[src/rtl/mem_access_ctrl.sv]
// Load/store initiator: validates a byte address and drives the data memory's
// edge-triggered read/write strobes with one cycle of setup and hold around each pulse.
module mem_access_ctrl #(
    parameter int unsigned ADDR_W = 7,
    parameter int unsigned DATA_W = 32
) (
    input  logic              clk,
    input  logic              reset,
    input  logic              req,
    input  logic              isWrite,
    input  logic [31:0]       reqAddr,
    input  logic [DATA_W-1:0] reqWData,
    output logic              busy,
    output logic              done,
    output logic              err,
    output logic [DATA_W-1:0] rData,
    output logic [ADDR_W-1:0] memAddress,
    output logic [DATA_W-1:0] memWriteData,
    output logic              memTrigWrite,
    output logic              memTrigRead,
    input  logic [DATA_W-1:0] memReadData
);

    typedef enum logic [2:0] {
        StIdle,
        StSetup,
        StStrobe,
        StHold,
        StFail
    } state_e;

    state_e state_q;
    logic   write_q;
    logic   addr_ok;

    // Word aligned and inside the memory's word range.
    assign addr_ok = (reqAddr[1:0] == 2'b00) && (reqAddr[31:ADDR_W+2] == '0);

    always_ff @(posedge clk) begin
        if (reset) begin
            state_q      <= StIdle;
            write_q      <= 1'b0;
            busy         <= 1'b0;
            done         <= 1'b0;
            err          <= 1'b0;
            rData        <= '0;
            memAddress   <= '0;
            memWriteData <= '0;
            memTrigWrite <= 1'b0;
            memTrigRead  <= 1'b0;
        end else begin
            done         <= 1'b0;
            err          <= 1'b0;
            memTrigWrite <= 1'b0;
            memTrigRead  <= 1'b0;
            unique case (state_q)
                StIdle: begin
                    if (req) begin
                        busy    <= 1'b1;
                        write_q <= isWrite;
                        if (addr_ok) begin
                            state_q    <= StSetup;
                            memAddress <= reqAddr[ADDR_W+1:2];
                            if (isWrite) begin
                                memWriteData <= reqWData;
                            end
                        end else begin
                            state_q <= StFail;
                        end
                    end
                end
                StSetup: begin
                    state_q      <= StStrobe;
                    memTrigWrite <= write_q;
                    memTrigRead  <= ~write_q;
                end
                StStrobe: begin
                    state_q <= StHold;
                end
                StHold: begin
                    // Memory has had a full cycle since the read strobe edge.
                    if (!write_q) begin
                        rData <= memReadData;
                    end
                    state_q <= StIdle;
                    busy    <= 1'b0;
                    done    <= 1'b1;
                end
                StFail: begin
                    state_q <= StIdle;
                    busy    <= 1'b0;
                    done    <= 1'b1;
                    err     <= 1'b1;
                end
                default: state_q <= StIdle;
            endcase
        end
    end

endmodule

[config.mk]
export PLATFORM = sky130hd
export DESIGN_NAME = mem_access_ctrl
export DESIGN_NICKNAME = d
export VERILOG_FILES = /design/src/rtl/mem_access_ctrl.sv
export SDC_FILE = /design/constraint.sdc
export NUM_CORES = 1
export LEC_CHECK = 0
export ABC_CLOCK_PERIOD_IN_PS = 2100
export CAP_MARGIN = 40
export CORE_UTILIZATION = 38
export DETAILED_ROUTE_END_ITERATION = 6
export GPL_TIMING_DRIVEN = 0
export PLACE_DENSITY_LB_ADDON = 0.2
export SLEW_MARGIN = 40
export SYNTH_ARGS = -nofsm -noshare
export SYNTH_HDL_FRONTEND = slang
export SYNTH_SLANG_ARGS = --single-unit
[constraint.sdc]
create_clock -name clk -period 2.1 [get_ports clk]
set_clock_uncertainty 0.05 [all_clocks]
set_input_delay 0.63 -clock clk [delete_from_list [all_inputs] [get_ports clk]]
set_output_delay 0.63 -clock clk [all_outputs]
set_load 0.01 [all_outputs]
Word-level counts from Yosys, hierarchy flattened
Cells that the tools add are included.
{"block": "word_totals", "ff_bits": 80, "latchBits": 0, "ram_bits": 0, "rom_bits": 0, "input_bits": 100, "output_inout_bits": 76, "word_cells": 36, "n_memories": 0}
{"block": "classes", "add_sub_neg": 0, "multipliers": 0, "n_div": 0, "n_lt_le_gt_ge": 0, "eq_ne": 5, "shift": 0, "n_mux": 7, "bitwise": 2, "reduce_logical": 12}
{"op": "23-bit logical NOT", "count": 1}
{"op": "3-bit case mux with 3 select lines", "count": 1}
{"op": "3-bit by 2-bit == test with 1-bit output (second input constant)", "count": 2}
{"op": "3-bit 2-to-1 mux", "count": 2}
{"op": "2-bit AND reduction", "count": 3}
{"op": "4-bit AND reduction", "count": 1}
{"op": "2-bit OR reduction", "count": 2}
{"op": "3-bit by 1-bit == test with 1-bit output (second input constant)", "count": 1}
{"op": "3-bit == test (second input constant)", "count": 1}
{"op": "3-bit logical NOT", "count": 1}
{"op": "1-bit 2-to-1 mux", "count": 3}
{"op": "3-bit AND reduction", "count": 1}
{"op": "2-bit logical NOT", "count": 1}
{"op": "2-bit != test (second input constant)", "count": 1}
{"op": "1-bit NOT", "count": 2}
{"op": "1-bit case mux with 2 select lines", "count": 1}
{"op": "2-bit nonzero test", "count": 1}
{"op": "1-bit logical AND", "count": 1}

Longest topological paths before layout
Gate-level depths: netlist of the first run.
{"block": "logic_depth", "word_depth": 5, "mapped_depth": 7, "ltp_nobuf": 4}

Worst setup path after synthesis of the first run
No wires, ideal clock.
{"block": "synth_timing", "path_kind": "input to register", "from": "input reqAddr[11]", "to": "register memAddress[4]", "setup_time_ns": 0.132, "arrival_ns": 1.615, "required_ns": 1.918, "slack_ns": 0.303, "cell_stages": 6, "path_buffers": 2, "path_cell_list": "nor4_1 -> nand4_1 -> buf_2 -> buf_2 -> o21ai_1 -> a21oi_1"}
{"block": "synth_via", "elab_chain_len": 3}
{"element": "start, declared", "line_no": "11", "source": "input logic [31:0] reqAddr,"}
{"element": "23-bit logical NOT", "line_no": "37", "source": "assign addr_ok = (reqAddr[1:0] == 2'b00) && (reqAddr[31:ADDR_W+2] == '0);"}
{"element": "1-bit logical AND", "line_no": "37"}
{"element": "3-bit AND reduction (no source line)"}
{"element": "end signal, assigned", "line_no": "63", "source": "memAddress <= reqAddr[ADDR_W+1:2];"}
{"element": "end, declared", "line_no": "17", "source": "output logic [ADDR_W-1:0] memAddress,"}
Every way passes these cells.
A chain may end at the register's enable or synchronous reset.

Worst setup path after layout of the first run
{"block": "layout_timing", "from": "input reqAddr[25]", "to": "register memWriteData[23]"}
{"block": "layout_via", "elab_chain_len": 3}
{"element": "23-bit logical NOT", "line_no": "37"}
{"element": "1-bit logical AND", "line_no": "37"}
{"element": "4-bit AND reduction (no source line)"}
{"element": "end signal, assigned", "line_no": "65", "source": "memWriteData <= reqWData;"}
{"element": "end, declared", "line_no": "18", "source": "output logic [DATA_W-1:0] memWriteData,"}
Every way passes these cells.

==> results of run 1 <==
## synthesized netlist by cell type
master    number
nor4_4         2
clkbuf_1      12
o21ai_0        4
and4_1         1
clkbuf_2       1
nor2_1         6
a211oi_1       2
buf_4          1
nand4_2        1
mux2i_1        1
nor3_1         2
o21ai_1       37
nor4b_4        1
or2_1          1
buf_6          6
buf_2         19
dfxtp_1       80
and2_1         1
nor4b_1        1
inv_1          1
a31oi_1        1
nand3b_1       2
nand4_1       40
nor4_1         4
nand2_1       66
nand4_4        1
nor2b_1        2
xnor2_1        1
and3_1         2
a21oi_1       72
## what timing repair did
item	in CTS	in global routing
resized for setup	2	33
setup endpoints to repair	12	39
setup buffers	0	4
pin swaps	0	9
## sequential cells by signal, summed over array words and instances (netlist names), 3 cells and up
signal and cells:
state_q 3, rData 32, memAddress 7, memWriteData 32
## cells by family after synthesis
| family | share of synthesized area [%] |
|---|---|
| buf+inv | 7.09 |
| flops | 50.7 |
| mux | 0.317 |
| compound gates | 18.6 |
| simple gates | 23.0 |
| xor+xnor | 0.277 |
## critical path: cells and delay by family
kind	cells	cell delay, ns
buffers and inverters	3	0.71
and+or+nand+nor	3	0.79
AOI/OAI and AO/OA	1	0.16
## final cells by class
type | count | area, um2
Clock buffer | 10 | 128
Sequential cell | 80 | 1600
Buffer | 39 | 258
Multi-Input combinational cell | 251 | 1380
Fill cell | 646 | 2550
Clock inverter | 6 | 60.1
Timing Repair Buffer | 178 | 1770
Tap cell | 102 | 128
Inverter | 1 | 3.75
## power groups by stage
stage	Combinational (mW)	Sequential, mW	Clock (mW)
4_1_cts	0.278	1.53	1.14
6_report	0.286	1.53	1.12
5_1_grt	0.304	1.53	1.20
2_1_floorplan	0.0564	1.56	0
3_5_place_dp	0.274	1.56	0
3_3_place_gp	0.273	1.56	0
## worst paths after layout
kind	startpoint	to	slack, ns	depth (start not counted)
worst min register to register	rData[12]	rData[12]	0.41	2
worst max register to register	state_q[2]	memWriteData[19]	0.42	6
worst max-delay path	reqAddr[25]	memWriteData[23]	0.04	7
worst min-delay path	rData[12]	rData[12]	0.41	2
## routing by layer
layer | GRT usage, % | up-vias
met1 | 26.3 | 1567
met2 | 39.3 | 158
li1 | - | 1696
met5 | 0 | -
met4 | 10.6 | 0
met3 | 7.64 | 23
## per-stage QoR
stage	hold WS (ns)	total power, mW	cells
floorplan	0.379	1.62	371
global placement	0.392	1.83	647
detailed placement	0.398	1.84	647
CTS	0.409	2.94	663
global route	0.425	3.03	667
finish	0.406	2.93	667
==> impl_metrics.ini, run 1 <==
[run_status]
status = complete, no violations

[floorplan]
die_w_um = 93.1
rows = 32
core-area_mm2 = 0.00789
dieArea_mm2 = 0.00868
initial_core_util_pct = 40.0
boundaryPins = 176
die_y_um = 93.1

[pwr]
p_comb_share_pct = 9.8
pwr-share-seq_pct = 52.1
power.leakage_nw = 1.78
ir_drop_uv = 314
switchingPower_mw = 0.672
internal_power_mw = 2.26
p_sw_share_pct = 23.0
powerDensity_mw_per_mm2 = 549
clkPwrFrac_pct = 38.1

[synthesis]
synth_top_cell_by_area = dfxtp_1
syn-cell-area_mm2 = 0.00316
synth_seq_area_share_pct = 50.7
synth.area.top_cells = dfxtp_1 51%, a21oi_1 11%, nand4_1 7.9%
syn-num-nets = 471
syn_inst = 371
ys_ff_latch = 80
yosys_warnings = 0
synth_cell_type_count = 30
synth.avg_cell_area_um2 = 8.51
yosysTopAreaCellShare_pct = 50.7

[sta]
worst_slack_ns = 0.0359
slew_headroom_pct = 67.9
fmax_mhz = 484
setup_violations = 0
tightest_slew_ns = 0.482
setup_tns_ns = 0
post-route-period-util_pct = 98.3
min_period_ns = 2.06
hold_violations = 0
maxSlewViolCount = 0

[final_layout]
final_area_mm2 = 0.00534
diodes = 0
layout_commonest_cell = clkdlybuf4s50_1
final_cell_mix = 173 x clkdlybuf4s50_1, 80 x dfxtp_1, 70 x a21oi_1
nets = 660
drive_gt1_share_pct = 11.2
fin_util_pct = 67.7
syn2layout_area_growth_pct = 69.0

[critical_path]
crit_path_frequent_cell = buf_6
critPathSlowestCell = clkdlybuf4s50_1
criticalPathCategory = in -> reg
critPathArrivalTime_ns = 2.29
slowest_delay_ns = 0.44
worstSetupEndpointType = flop
crit_fanout = 10
crit_chain = clkdlybuf4s50_1 -> nor4_4 -> and3_4 -> buf_6 -> buf_6 -> nand4_1 -> a21oi_1
required_ns = 2.33
startpoint_type = input pin

[run]
maxCapViolations = 0

[drt]
totalWireLength_mm = 9.72
drtAntennaViolNets = 0
top_layer = met4
wl_met3_um = 938
vias = 3444
drtIter0Drc = 83
drc_errors = 0
drt-vias-per-instance = 5.16
wl_met1_mm = 3.83
avgRoutedWirePerCell_um = 14.6
wl_met2_mm = 4.69
dr.pass1.iters = 4

[placement]
placed_area_mm2 = 0.00503
dp_worst_setup_slack_ns = -0.424
port_buffers = 174
gp_congestion = 0.781
dp.final_hpwl_mm = 7.20

[clock_tree]
cts_hold_buf = 0
cts_tree = yes
clock_latency_ns = 0.35
h-tree-depth = 3
path_clk_slew_ns = 0.08
cts_buffer_depth = 2
cts_root_buf = clkbuf_8
cts.sinks = 80
numCtsBuffers = 9

[global_route]
grt_pass1_vias = 3409
grt_max_degree = 14
grt_pass1_wl_mm = 15.9
globalRoute.totalOverflow = 0
track_usage_pct = 23.2
antenna_found_initial = 0

[min_path]
hp-class = reg -> reg
Note: power is estimated with default switching activity, not from simulation.
==> run 2: changes to the inputs <==
Settings changed: CORE_ASPECT_RATIO set to 0.75, SETUP_SLACK_MARGIN set to 0.2.
==> impl_metrics.ini, run 2 (same netlist as run 1, synthesis figures left out) <==
[sta]
min_period_ns = 1.87
setup_tns_ns = 0
worst_slack_ns = 0.226
hold_violations = 0
rsz0062_at_grt = false
maxSlewViolCount = 0
post-route-period-util_pct = 89.3
tightest_slew_ns = 0.587
slew_headroom_pct = 60.9
worst_hold_slack_ns = 0.403
fmax_mhz = 533
setup_violations = 0

[clock_tree]
cts_tree = yes
cts_buffer_depth = 2
h-tree-depth = 3
clock_latency_ns = 0.35
cts.sinks = 80
numCtsBuffers = 9
cts_hold_buf = 0
path_clk_slew_ns = 0.09
cts_root_buf = clkbuf_8

[global_route]
use_met3_pct = 6.98
grt_max_degree = 16
globalRoute.totalOverflow = 0
track_usage_pct = 24.5
grt_pass1_wl_mm = 16.5
antenna_found_initial = 0
grtUsageMet1_pct = 29.7
grt_pass1_vias = 3443
busiest_layer = met2
gr-usage-met2_pct = 41.7

[final_layout]
syn2layout_area_growth_pct = 77.9
layout_commonest_cell = dfxtp_1
final_area_mm2 = 0.00562
fin_cells = 681
drive_gt1_share_pct = 18.2
nets = 671
diodes = 0
final_cell_mix = 79 x dfxtp_1, 76 x dlygate4sd2_1, 75 x clkdlybuf4s50_1
largestRegisters = memWriteData x32, rData x32, memAddress x7
fin_util_pct = 70.6

[critical_path]
worstSetupEndpointType = flop
crit_chain = clkdlybuf4s50_1 -> nor4_4 -> and4_4 -> buf_4 -> buf_8 -> nand4_1 -> a21oi_1
critPathArrivalTime_ns = 2.10
required_ns = 2.32
crit_fanout = 5
crit_family = buffers and inverters
startpoint_type = input pin
critPathSlowestCell = clkdlybuf4s50_1
critPathBufInv = 3
criticalPathCategory = in -> reg
slowest_delay_ns = 0.47

[placement]
gp_congestion = 0.826
port_buffers = 174
placed_area_mm2 = 0.00503
dp_cells = 650
dp.final_hpwl_mm = 7.55
dp_worst_setup_slack_ns = -0.400

[floorplan]
rows = 28
boundaryPins = 176
initial_core_util_pct = 39.7
die_y_um = 80.9
dieArea_mm2 = 0.00868
die_w_um = 107
core-area_mm2 = 0.00795

[drt]
totalWireLength_mm = 11.2
avgRoutedWirePerCell_um = 16.4
drc_errors = 0
vias = 3596
drtIter0Drc = 167
drt-vias-per-instance = 5.28
dr.pass1.iters = 4
drtAntennaViolNets = 0

[pwr]
ir_drop_uv = 409
powerDensity_mw_per_mm2 = 532
clkPwrFrac_pct = 39.2
total_power_mw = 2.99
p_comb_share_pct = 9.7
p_sw_share_pct = 24.1
internal_power_mw = 2.27
power.leakage_nw = 2.45
pwr-share-seq_pct = 51.1
switchingPower_mw = 0.719

[min_path]
hp-class = reg -> reg

[run]
maxCapViolations = 0

[run_status]
status = complete, no violations
==> run 2: changes by cell type in the layout (fill, tap and decap cells not counted), sizes merged <==
cell           previous run  this run
clkdlybuf4s50           173        75
buf                      28        39
dlymetal6s2s              1        18
inv                       1         4
clkinvlp                  2         3
clkinv                    3         0
clkbuf                   25        29
dlygate4sd2               0        76
==> run 2: final cells by class <==
cell class	instances	area [um2]
multi-input cells	251	1510
well taps	105	131
fillers	656	2340
inverters	1	3.75
flip-flops and latches	80	1600
plain buffers	39	314
clock buffers	9	124
clock inverters	7	78.8
repair buffers	189	1850
==> run 2: final timing paths <==
| check | slack, ns | cells after the start | from | endpoint |
|---|---|---|---|---|
| worst min-delay path | 0.40 | 2 | rData[2] | rData[2] |
| worst max register to register | 0.31 | 7 | state_q[0] | memWriteData[4] |
| worst max-delay path | 0.23 | 7 | reqAddr[1] | memAddress[3] |
| worst min register to register | 0.40 | 2 | rData[2] | rData[2] |
==> run 2: routing by layer <==
layer,up-vias,part of all wire (%),routed length (um)
met4,0,2.1,240
met1,1689,42,4650
met5,-,0,0
met2,155,48,5350
li1,1728,-,-
met3,24,8.5,953
==> run 2: worst min-delay path: cells and delay by family, from the launching register on <==
kind | cells | cell delay (ns)
compound gates | 1 | 0.05
simple gates | 1 | 0.05
flops | 1 | 0.31
==> run 2: power by group through the flow <==
stage	Clock (mW)	Combinational, mW	Sequential (mW)
final	1.17	0.289	1.53
after global routing	1.25	0.305	1.53
after CTS	1.19	0.284	1.53
after detailed placement	0	0.272	1.56
after global placement	0	0.271	1.56
after floorplan	0	0.0564	1.56
==> run 2: what timing repair did <==
item                                    CTS  global route
endpoints found under the setup margin  115            43
resized for setup                       122            74
gates cloned                              4             4
pin swaps                                 9            26
setup buffers                             5             2
